File: config.mk
export PLATFORM = sky130hd
export DESIGN_NAME = demux_stream_1to4
export DESIGN_NICKNAME = d
export VERILOG_FILES = /design/src/rtl/demux_stream_1to4_pkg.sv /design/src/rtl/demux_stream_1to4_lane_fifo2.sv /design/src/rtl/demux_stream_1to4.sv
export SDC_FILE = /design/constraint.sdc
export NUM_CORES = 1
export LEC_CHECK = 0
export CORE_ASPECT_RATIO = 1.5
export CORE_MARGIN = 4
export CORE_UTILIZATION = 30
export CTS_BUF_LIST = sky130_fd_sc_hd__clkbuf_4 sky130_fd_sc_hd__clkbuf_8
export CTS_CLUSTER_DIAMETER = 120
export DETAILED_ROUTE_END_ITERATION = 8
export DONT_BUFFER_PORTS = 1
export PLACE_DENSITY = 0.46
export SYNTH_ARGS = -nofsm -noshare
export SYNTH_HDL_FRONTEND = slang
export SYNTH_SLANG_ARGS = --single-unit
File: constraint.sdc
create_clock -name clk -period 2.2 [get_ports clk]
set_clock_uncertainty 0.05 [all_clocks]
set_input_delay 0.22 -clock clk [delete_from_list [all_inputs] [get_ports clk]]
set_output_delay 0.22 -clock clk [all_outputs]
set_load 0.05 [all_outputs]
File: src/rtl/demux_stream_1to4_pkg.sv
// Shared definitions for the 1-to-4 stream scatter and its 4-to-1 gather counterpart.
// The lane encoding matches the selector's {s1,s0} encoding.
package demux_pkg;

    localparam int LANES      = 4;
    localparam int SEL_W      = 2;
    localparam int FIFO_DEPTH = 2;

    typedef enum logic [SEL_W-1:0] {
        LANE0 = 2'd0,
        LANE1 = 2'd1,
        LANE2 = 2'd2,
        LANE3 = 2'd3
    } lane_e;

endpackage

File: src/rtl/demux_stream_1to4_lane_fifo2.sv
// Two-entry per-lane FIFO. The head sits in a fixed register, so dout never muxes on a pointer.
// The caller never pushes while full and never pops while empty.
module lane_fifo2 #(
    parameter int DATA_W = 8
) (
    input  logic              clk,
    input  logic              rst_n,
    input  logic              push,
    input  logic [DATA_W-1:0] din,
    input  logic              pop,
    output logic [DATA_W-1:0] dout,
    output logic              valid,
    output logic              full
);
    import demux_pkg::*;

    logic [1:0]        count_q, count_d;
    logic [DATA_W-1:0] head_q;
    logic [DATA_W-1:0] tail_q;

    always_comb begin
        count_d = count_q;
        unique case ({push, pop})
            2'b10:   count_d = count_q + 2'd1;
            2'b01:   count_d = count_q - 2'd1;
            default: count_d = count_q;
        endcase
    end

    always_ff @(posedge clk or negedge rst_n) begin
        if (!rst_n) begin
            count_q <= 2'd0;
        end else begin
            count_q <= count_d;
        end
    end

    // Push+pop at count 1 moves the new beat straight into the head.
    always_ff @(posedge clk) begin
        if (push && (count_q == 2'd0 || (pop && count_q == 2'd1))) begin
            head_q <= din;
        end else if (pop) begin
            head_q <= tail_q;
        end
        if (push && !pop && count_q == 2'd1) begin
            tail_q <= din;
        end
    end

    assign dout  = head_q;
    assign valid = (count_q != 2'd0);
    assign full  = (count_q == 2'(FIFO_DEPTH));

endmodule

File: src/rtl/demux_stream_1to4.sv
// Clocked 1-to-4 stream demultiplexer: routes each accepted beat to one lane FIFO,
// chosen by in_sel or by an internal round-robin pointer.
module demux_stream_1to4 #(
    parameter int DATA_W = 8
) (
    input  logic                clk,
    input  logic                rst_n,
    input  logic                rr_en,
    input  logic                in_valid,
    output logic                in_ready,
    input  logic [DATA_W-1:0]   in_data,
    input  logic [1:0]          in_sel,
    output logic [3:0]          out_valid,
    input  logic [3:0]          out_ready,
    output logic [4*DATA_W-1:0] out_data,
    output logic [1:0]          rr_ptr
);
    import demux_pkg::*;

    // Handshake: a beat transfers on a rising edge where valid & ready; the source holds
    // data/select while valid & !ready. in_ready depends only on registered full flags and
    // the lane choice, never on out_ready.
    lane_e            lane_sel;
    logic             accept;
    logic [LANES-1:0] lane_full;
    logic [LANES-1:0] lane_push;
    logic [LANES-1:0] lane_pop;
    logic [1:0]       rr_ptr_q, rr_ptr_d;

    assign lane_sel = rr_en ? lane_e'(rr_ptr_q) : lane_e'(in_sel);
    assign in_ready = !lane_full[lane_sel];
    assign accept   = in_valid && in_ready;

    for (genvar k = 0; k < LANES; k++) begin : g_lane
        assign lane_push[k] = accept && (lane_sel == lane_e'(k));
        assign lane_pop[k]  = out_valid[k] && out_ready[k];

        lane_fifo2 #(.DATA_W(DATA_W)) u_fifo (
            .clk   (clk),
            .rst_n (rst_n),
            .push  (lane_push[k]),
            .din   (in_data),
            .pop   (lane_pop[k]),
            .dout  (out_data[k*DATA_W +: DATA_W]),
            .valid (out_valid[k]),
            .full  (lane_full[k])
        );
    end

    always_comb begin
        rr_ptr_d = rr_ptr_q;
        if (accept && rr_en) begin
            rr_ptr_d = rr_ptr_q + 2'd1;
        end
    end

    always_ff @(posedge clk or negedge rst_n) begin
        if (!rst_n) begin
            rr_ptr_q <= 2'd0;
        end else begin
            rr_ptr_q <= rr_ptr_d;
        end
    end

    assign rr_ptr = rr_ptr_q;

endmodule

==> results.cfg, run 1 <==
[global_routing]
grt_usage = 0.118
grt_pass1_wl_um = 10900
antenna_found_initial = 0
grt_max_degree = 14
grt_pass1_vias = 1828
overflow = 0

[die]
die_w_um = 94.6
core_sq_um = 11100
rows = 47
initial_core_util = 0.306
io_pins = 57
die_area_sq_um = 13100
die_height_um = 138

[critical_path]
critPathLaunchType = flop
arrival_ps = 2270
rr_worst_depth = 8
path_max_fanout = 8
rrSetupSlack_ps = -60
reg2reg_to = g_lane[0].u_fifo.tail_q[4]
r2r-start = g_lane[0].u_fifo.count_q[1]
required_ps = 2220
path_class = flop to flop
worstSetupEndpointType = flop

[routing]
wl_um = 7280
routed_via_density = 4.39
via_count = 1828
drt-initial-drc-count = 83
wl_per_cell_um = 17.5
drc = 0
antenna_left = 0
firstDrtPassIters = 4

[status]
status = finished with violations
violations = negative setup slack

[timing]
hold_viol_final = 0
slew_violations = 0
setup_slack_ps = -57.8
tightest_slew_ps = 488
fin_setup_tns_ps = -1040
relSlewSlack = 0.674
rsz0062_at_grt = true
period_needed_ps = 2260
fin_crit_sh = 1.03
max_freq_mhz = 443
setup_viol = 25

[yosys]
avgSynthCellArea_sq_um = 15.6
yosysUniqueCellTypes = 31
synth_edf_count = 64
async_reset_ff_frac = 0.135
netlist_area_sq_um = 3380
yosysWarnings = 0
synthCells = 217
syn-num-nets = 255
synth-seq-cells = 74
synth_seq_area_share = 0.643
synthFlopType = edfxtp_1

[clock_network]
cts_buffers = 9
cts.path.max_buffers = 2
cts_tree = done
htreeDepth = 3
clk_pin_slew_ps = 80
clock_latency_ps = 350
clock_sink_count = 74
cts_root_buffer = clkbuf_8

[placed_design]
gp_congestion = 0.710
dp_slack_ps = -102
dp_cells = 387
portBuffers = 0
place_area_sq_um = 3780
hpwlAfterDp_um = 4820

[power]
pwr-share-clk = 0.208
swShare = 0.398
peakVddDrop_v = 0.000582
p_seq_frac = 0.457
combPwrFrac = 0.335
powerDensity_nw_per_um2 = 1320
internal_power_uw = 3340
p_total_uw = 5550
p_leak_uw = 0.00164
net-switching-power_uw = 2210

[finish]
register_area_sq_um = 2170
n_antenna_cell = 0
drive_above_1_share = 0.390
area_delta_synth_final_pct = 24.6
stdcell_area_sq_um = 4210
multi_input_area_sq_um = 1180
fill_cells = 1079
fin_cells = 416
nets = 302

[hold_path]
min_path_cells = 1
min-delay-start = in_data[3]
min_to = g_lane[0].u_fifo.dout[3]
min_path_type = primary input to flop

[flow_run]
max_cap_violations = 0
## power by group through the flow
| stage | Sequential (uW) | Combinational [uW] | Clock, uW |
|---|---|---|---|
| after detailed placement | 2570 | 1720 | 0 |
| final | 2540 | 1860 | 1160 |
| after global routing | 2570 | 2040 | 1250 |
| after floorplan | 2620 | 1180 | 0 |
| after global placement | 2560 | 1710 | 0 |
| after CTS | 2540 | 1800 | 1200 |
## critical path: stages, from the launching register on
cell and delay, ps:
dfrtp_1 420, ha_4 170, mux2_4 280, a22oi_4 200, nand2_4 100, or3_4 380, inv_2 50, ha_1 130
and2_4 190
## metal layers
layer | part of all wire | global-route usage | wire length [um] | vias to the layer above
met5 | 0 | 0 | 0 | -
met2 | 0.53 | 0.208 | 3880 | 55
met4 | 0.021 | 0.0578 | 150 | 0
met1 | 0.41 | 0.133 | 2970 | 884
met3 | 0.039 | 0.0266 | 282 | 12
li1 | - | - | - | 877
## timing repair
action	4_1_cts	5_1_grt
hold buffers	10	0
resized for setup	7	16
pin swaps	3	4
setup endpoints to repair	27	61
setup buffers	2	2
hold endpoints to repair	44	0
## Yosys cell counts (3+ instances only)
| cell | number | share of area |
|---|---|---|
| nand2_1 | 12 | 0.013 |
| nor2_1 | 3 | 0.0033 |
| o21ai_0 | 4 | 0.0059 |
| a21oi_1 | 5 | 0.0074 |
| o31ai_1 | 4 | 0.0089 |
| inv_1 | 22 | 0.024 |
| mux2_2 | 25 | 0.083 |
| ha_1 | 20 | 0.074 |
| dfrtp_1 | 10 | 0.074 |
| edfxtp_1 | 64 | 0.57 |
| and2_1 | 4 | 0.0074 |
| xnor2_1 | 10 | 0.026 |
| buf_4 | 4 | 0.0089 |
| mux2_4 | 9 | 0.040 |
## cell families (layout without fill, tap and decap cells)
logic type,after synthesis,in the layout,synth area share
xor+xnor,10,10,0.0259
fa+ha+maj,20,20,0.0741
mux,34,34,0.123
buf+inv,28,80,0.0381
compound gates,19,19,0.0400
flops,74,74,0.643
simple gates,32,32,0.0556
## state kept, by name (all words and copies together), names as in the netlist
signal	flops
g_lane.u_fifo.count_q	8
rr_ptr	2
g_lane.u_fifo.tail_q	32
g_lane.u_fifo.dout	32
## layout by cell type, fill, tap and decap left out, types with 2 or more instances in the layout
cell / count
edfxtp_1: 64
buf_4: 30
inv_1: 18
mux2_4: 17
mux2_2: 17
ha_1: 17
nand2_1: 12
xnor2_1: 10
dlygate4sd3_1: 10
clkbuf_8: 9
dfrtp_1: 8
a21oi_1: 5
o21ai_0: 4
or3_4: 3
inv_2: 3
and2_4: 3
ha_4: 3
nor2_1: 2
a22oi_1: 2
nor3_2: 2
o31ai_1: 2
and2_1: 2
clkinvlp_4: 2
bufinv_16: 2
buf_12: 2
dfrtp_2: 2
## through the flow
step	util	hold slack [ps]
2_1_floorplan	-	-126
3_3_place_gp	0.342	-125
3_5_place_dp	0.342	-125
4_1_cts	0.374	8.99
5_1_grt	0.381	5.58
6_report	0.381	26.7
## area by class of cell
cell class	count	area share
flip-flops and latches	74	0.516
multi-input cells	115	0.281
repair buffers	42	0.0868
well taps	147	0.0437
clock buffers	9	0.0294
clock inverters	7	0.0220
inverters	22	0.0202
## how the worst max path moves through the flow
stage	endpoint	cells past startpoint	start
2_1_floorplan	g_lane[0].u_fifo.tail_q[0]	7	rr_ptr[0]
3_3_place_gp	g_lane[1].u_fifo.dout[6]	8	g_lane[0].u_fifo.count_q[0]
3_5_place_dp	g_lane[1].u_fifo.dout[2]	8	g_lane[1].u_fifo.count_q[0]
4_1_cts	g_lane[0].u_fifo.tail_q[4]	9	g_lane[0].u_fifo.count_q[0]
5_1_grt	g_lane[0].u_fifo.tail_q[4]	9	g_lane[1].u_fifo.count_q[0]
6_report	g_lane[0].u_fifo.tail_q[4]	8	g_lane[0].u_fifo.count_q[1]
No activity file was read; power rests on OpenSTA's default activity.
==> run 2: changes to the inputs <==
--- a/config.mk
+++ b/config.mk
@@ -12,7 +12,7 @@
 export CTS_CLUSTER_DIAMETER = 120
 export DETAILED_ROUTE_END_ITERATION = 8
 export DONT_BUFFER_PORTS = 1
-export PLACE_DENSITY = 0.46
+export PLACE_DENSITY = 0.45
 export SYNTH_ARGS = -nofsm -noshare
 export SYNTH_HDL_FRONTEND = slang
 export SYNTH_SLANG_ARGS = --single-unit
==> constraint.sdc (replaced) <==
create_clock -name clk -period 2.1 [get_ports clk]
set_clock_uncertainty 0.05 [all_clocks]
set_input_delay 0.21 -clock clk [delete_from_list [all_inputs] [get_ports clk]]
set_output_delay 0.21 -clock clk [all_outputs]
set_load 0.05 [all_outputs]
==> results.cfg, run 2 (synthesis results as in run 1) <==
[status]
status = finished with violations
violations = negative setup slack

[finish]
final_cell_mix = 64 x edfxtp_1, 29 x buf_4, 18 x inv_1
final_common_cell = edfxtp_1
nets = 309
fill_cells = 1084
fin_cells = 423
drive_above_1_share = 0.446
stdcell_area_sq_um = 4410
n_antenna_cell = 0
area_delta_synth_final_pct = 30.4

[timing]
slew_violations = 0
fin_setup_tns_ps = -4300
relSlewSlack = 0.667
fin_crit_sh = 1.08
hold_viol_final = 0
rsz0062_at_grt = true
setup_viol = 36
tightest_slew_ps = 501
max_freq_mhz = 442
period_needed_ps = 2260
setup_slack_ps = -162

[power]
p_leak_uw = 0.00171
peakVddDrop_v = 0.000672
powerDensity_nw_per_um2 = 1370

[global_routing]
grt_usage = 0.119
grt_pass1_vias = 1950
antenna_found_initial = 0
grt_max_degree = 14
grt_pass1_wl_um = 11100
overflow = 0

[clock_network]
cts_tree = done
cts.path.max_buffers = 2
cts_buffers = 9
clock_latency_ps = 340
htreeDepth = 3
clk_pin_slew_ps = 80
clock_sink_count = 74
cts_root_buffer = clkbuf_8

[routing]
via_count = 1843
firstDrtPassIters = 4
antenna_left = 0
drc = 0
drt-initial-drc-count = 47
routed_via_density = 4.36
wl_per_cell_um = 17.1
wl_um = 7210

[critical_path]
path_delay_family = simple AND/OR/NAND/NOR gates
worstSetupEndpointType = flop
slowest_delay_ps = 420
path_max_fanout = 8
arrival_ps = 2270
cp_slowest_cell = dfrtp_1
path_buf_inv = 1
cp_common_cell = ha_4
worstPathCellList = ha_4 -> mux2_4 -> a22oi_4 -> nand2_4 -> or3_4 -> inv_2 -> ha_4 -> and2_4
path_class = flop to flop
critPathLaunchType = flop
required_ps = 2110

[flow_run]
max_cap_violations = 0

[die]
die_height_um = 138
core_sq_um = 11100
initial_core_util = 0.306
die_area_sq_um = 13100
io_pins = 57
rows = 47
die_w_um = 94.6

[placed_design]
dp_slack_ps = -172
dp_cells = 394
gp_congestion = 0.695
hpwlAfterDp_um = 4800
portBuffers = 0
place_area_sq_um = 3950

[hold_path]
min_path_type = primary input to flop
==> run 2: cell count changes in the layout (fill, tap and decap cells not counted), moves of 2 or more <==
cell	delta
o21ai_0	-2
buf_6	+4
and2_4	+2
xnor2_1	-2
xnor2_2	+2
ha_4	+2
buf_12	+3
and2_1	-2
ha_1	-3
==> run 2: power breakdown <==
part	switching [uW]	total, uW	internal, uW
Combinational	1160	2160	1000
Sequential	673	2660	1980
Clock	549	1240	687
==> run 2: final timing paths <==
kind / from / slack [ps] / to / cells past startpoint
max in group asynchronous: rst_n / 1440 / rr_ptr[1] / 1
hold / removal: in_data[4] / 30 / g_lane[0].u_fifo.dout[4] / 1
setup / recovery: g_lane[0].u_fifo.count_q[1] / -160 / g_lane[0].u_fifo.tail_q[2] / 8
hold reg to reg: g_lane[3].u_fifo.count_q[1] / 470 / g_lane[3].u_fifo.count_q[1] / 2
setup reg to reg: g_lane[0].u_fifo.count_q[1] / -160 / g_lane[0].u_fifo.tail_q[2] / 8
min in group asynchronous: rst_n / 210 / g_lane[0].u_fifo.count_q[1] / 1
==> run 2: layout make-up <==
cell class                 count  area, sq um  area share
sequential                    74         2170       0.494
multi-input combinational    115         1270       0.288
timing repair buffer          49          473       0.107
tap                          147          184      0.0417
clock buffer                  10          131      0.0298
clock inverter                 6         90.1      0.0204
inverter                      22         85.1      0.0193
==> run 2: timing repair <==
item,in CTS,in global routing
resized for setup,7,18
buffers inserted,1,1
hold endpoints to repair,44,1
endpoints found under the setup margin,37,78
pin swaps,5,9
hold buffers,10,1
==> run 2: worst register-to-register path, stage by stage (launching register included) <==
cell	delay, ps
dfrtp_1	420
ha_4	170
mux2_4	280
a22oi_4	200
nand2_4	80
or3_4	400
inv_2	80
ha_4	120
and2_4	190
==> run 2: per-stage QoR <==
| step | util | hold slack, ps | total power [uW] |
|---|---|---|---|
| finish | 0.398 | 28.5 | 6050 |
| global route | 0.398 | 0.777 | 6420 |
| CTS | 0.390 | 4.82 | 6030 |
| detailed placement | 0.357 | -135 | 4680 |
| global placement | 0.357 | -135 | 4650 |
| floorplan | - | -136 | 4050 |
==> run 2: per-layer routing <==
layer,GRT usage,routed length [um],vias up,part of all wire
li1,-,-,889,-
met1,0.119,2600,899,0.36
met2,0.224,4170,47,0.58
met3,0.0364,313,8,0.043
met4,0.0506,129,0,0.018
met5,0,0,-,0
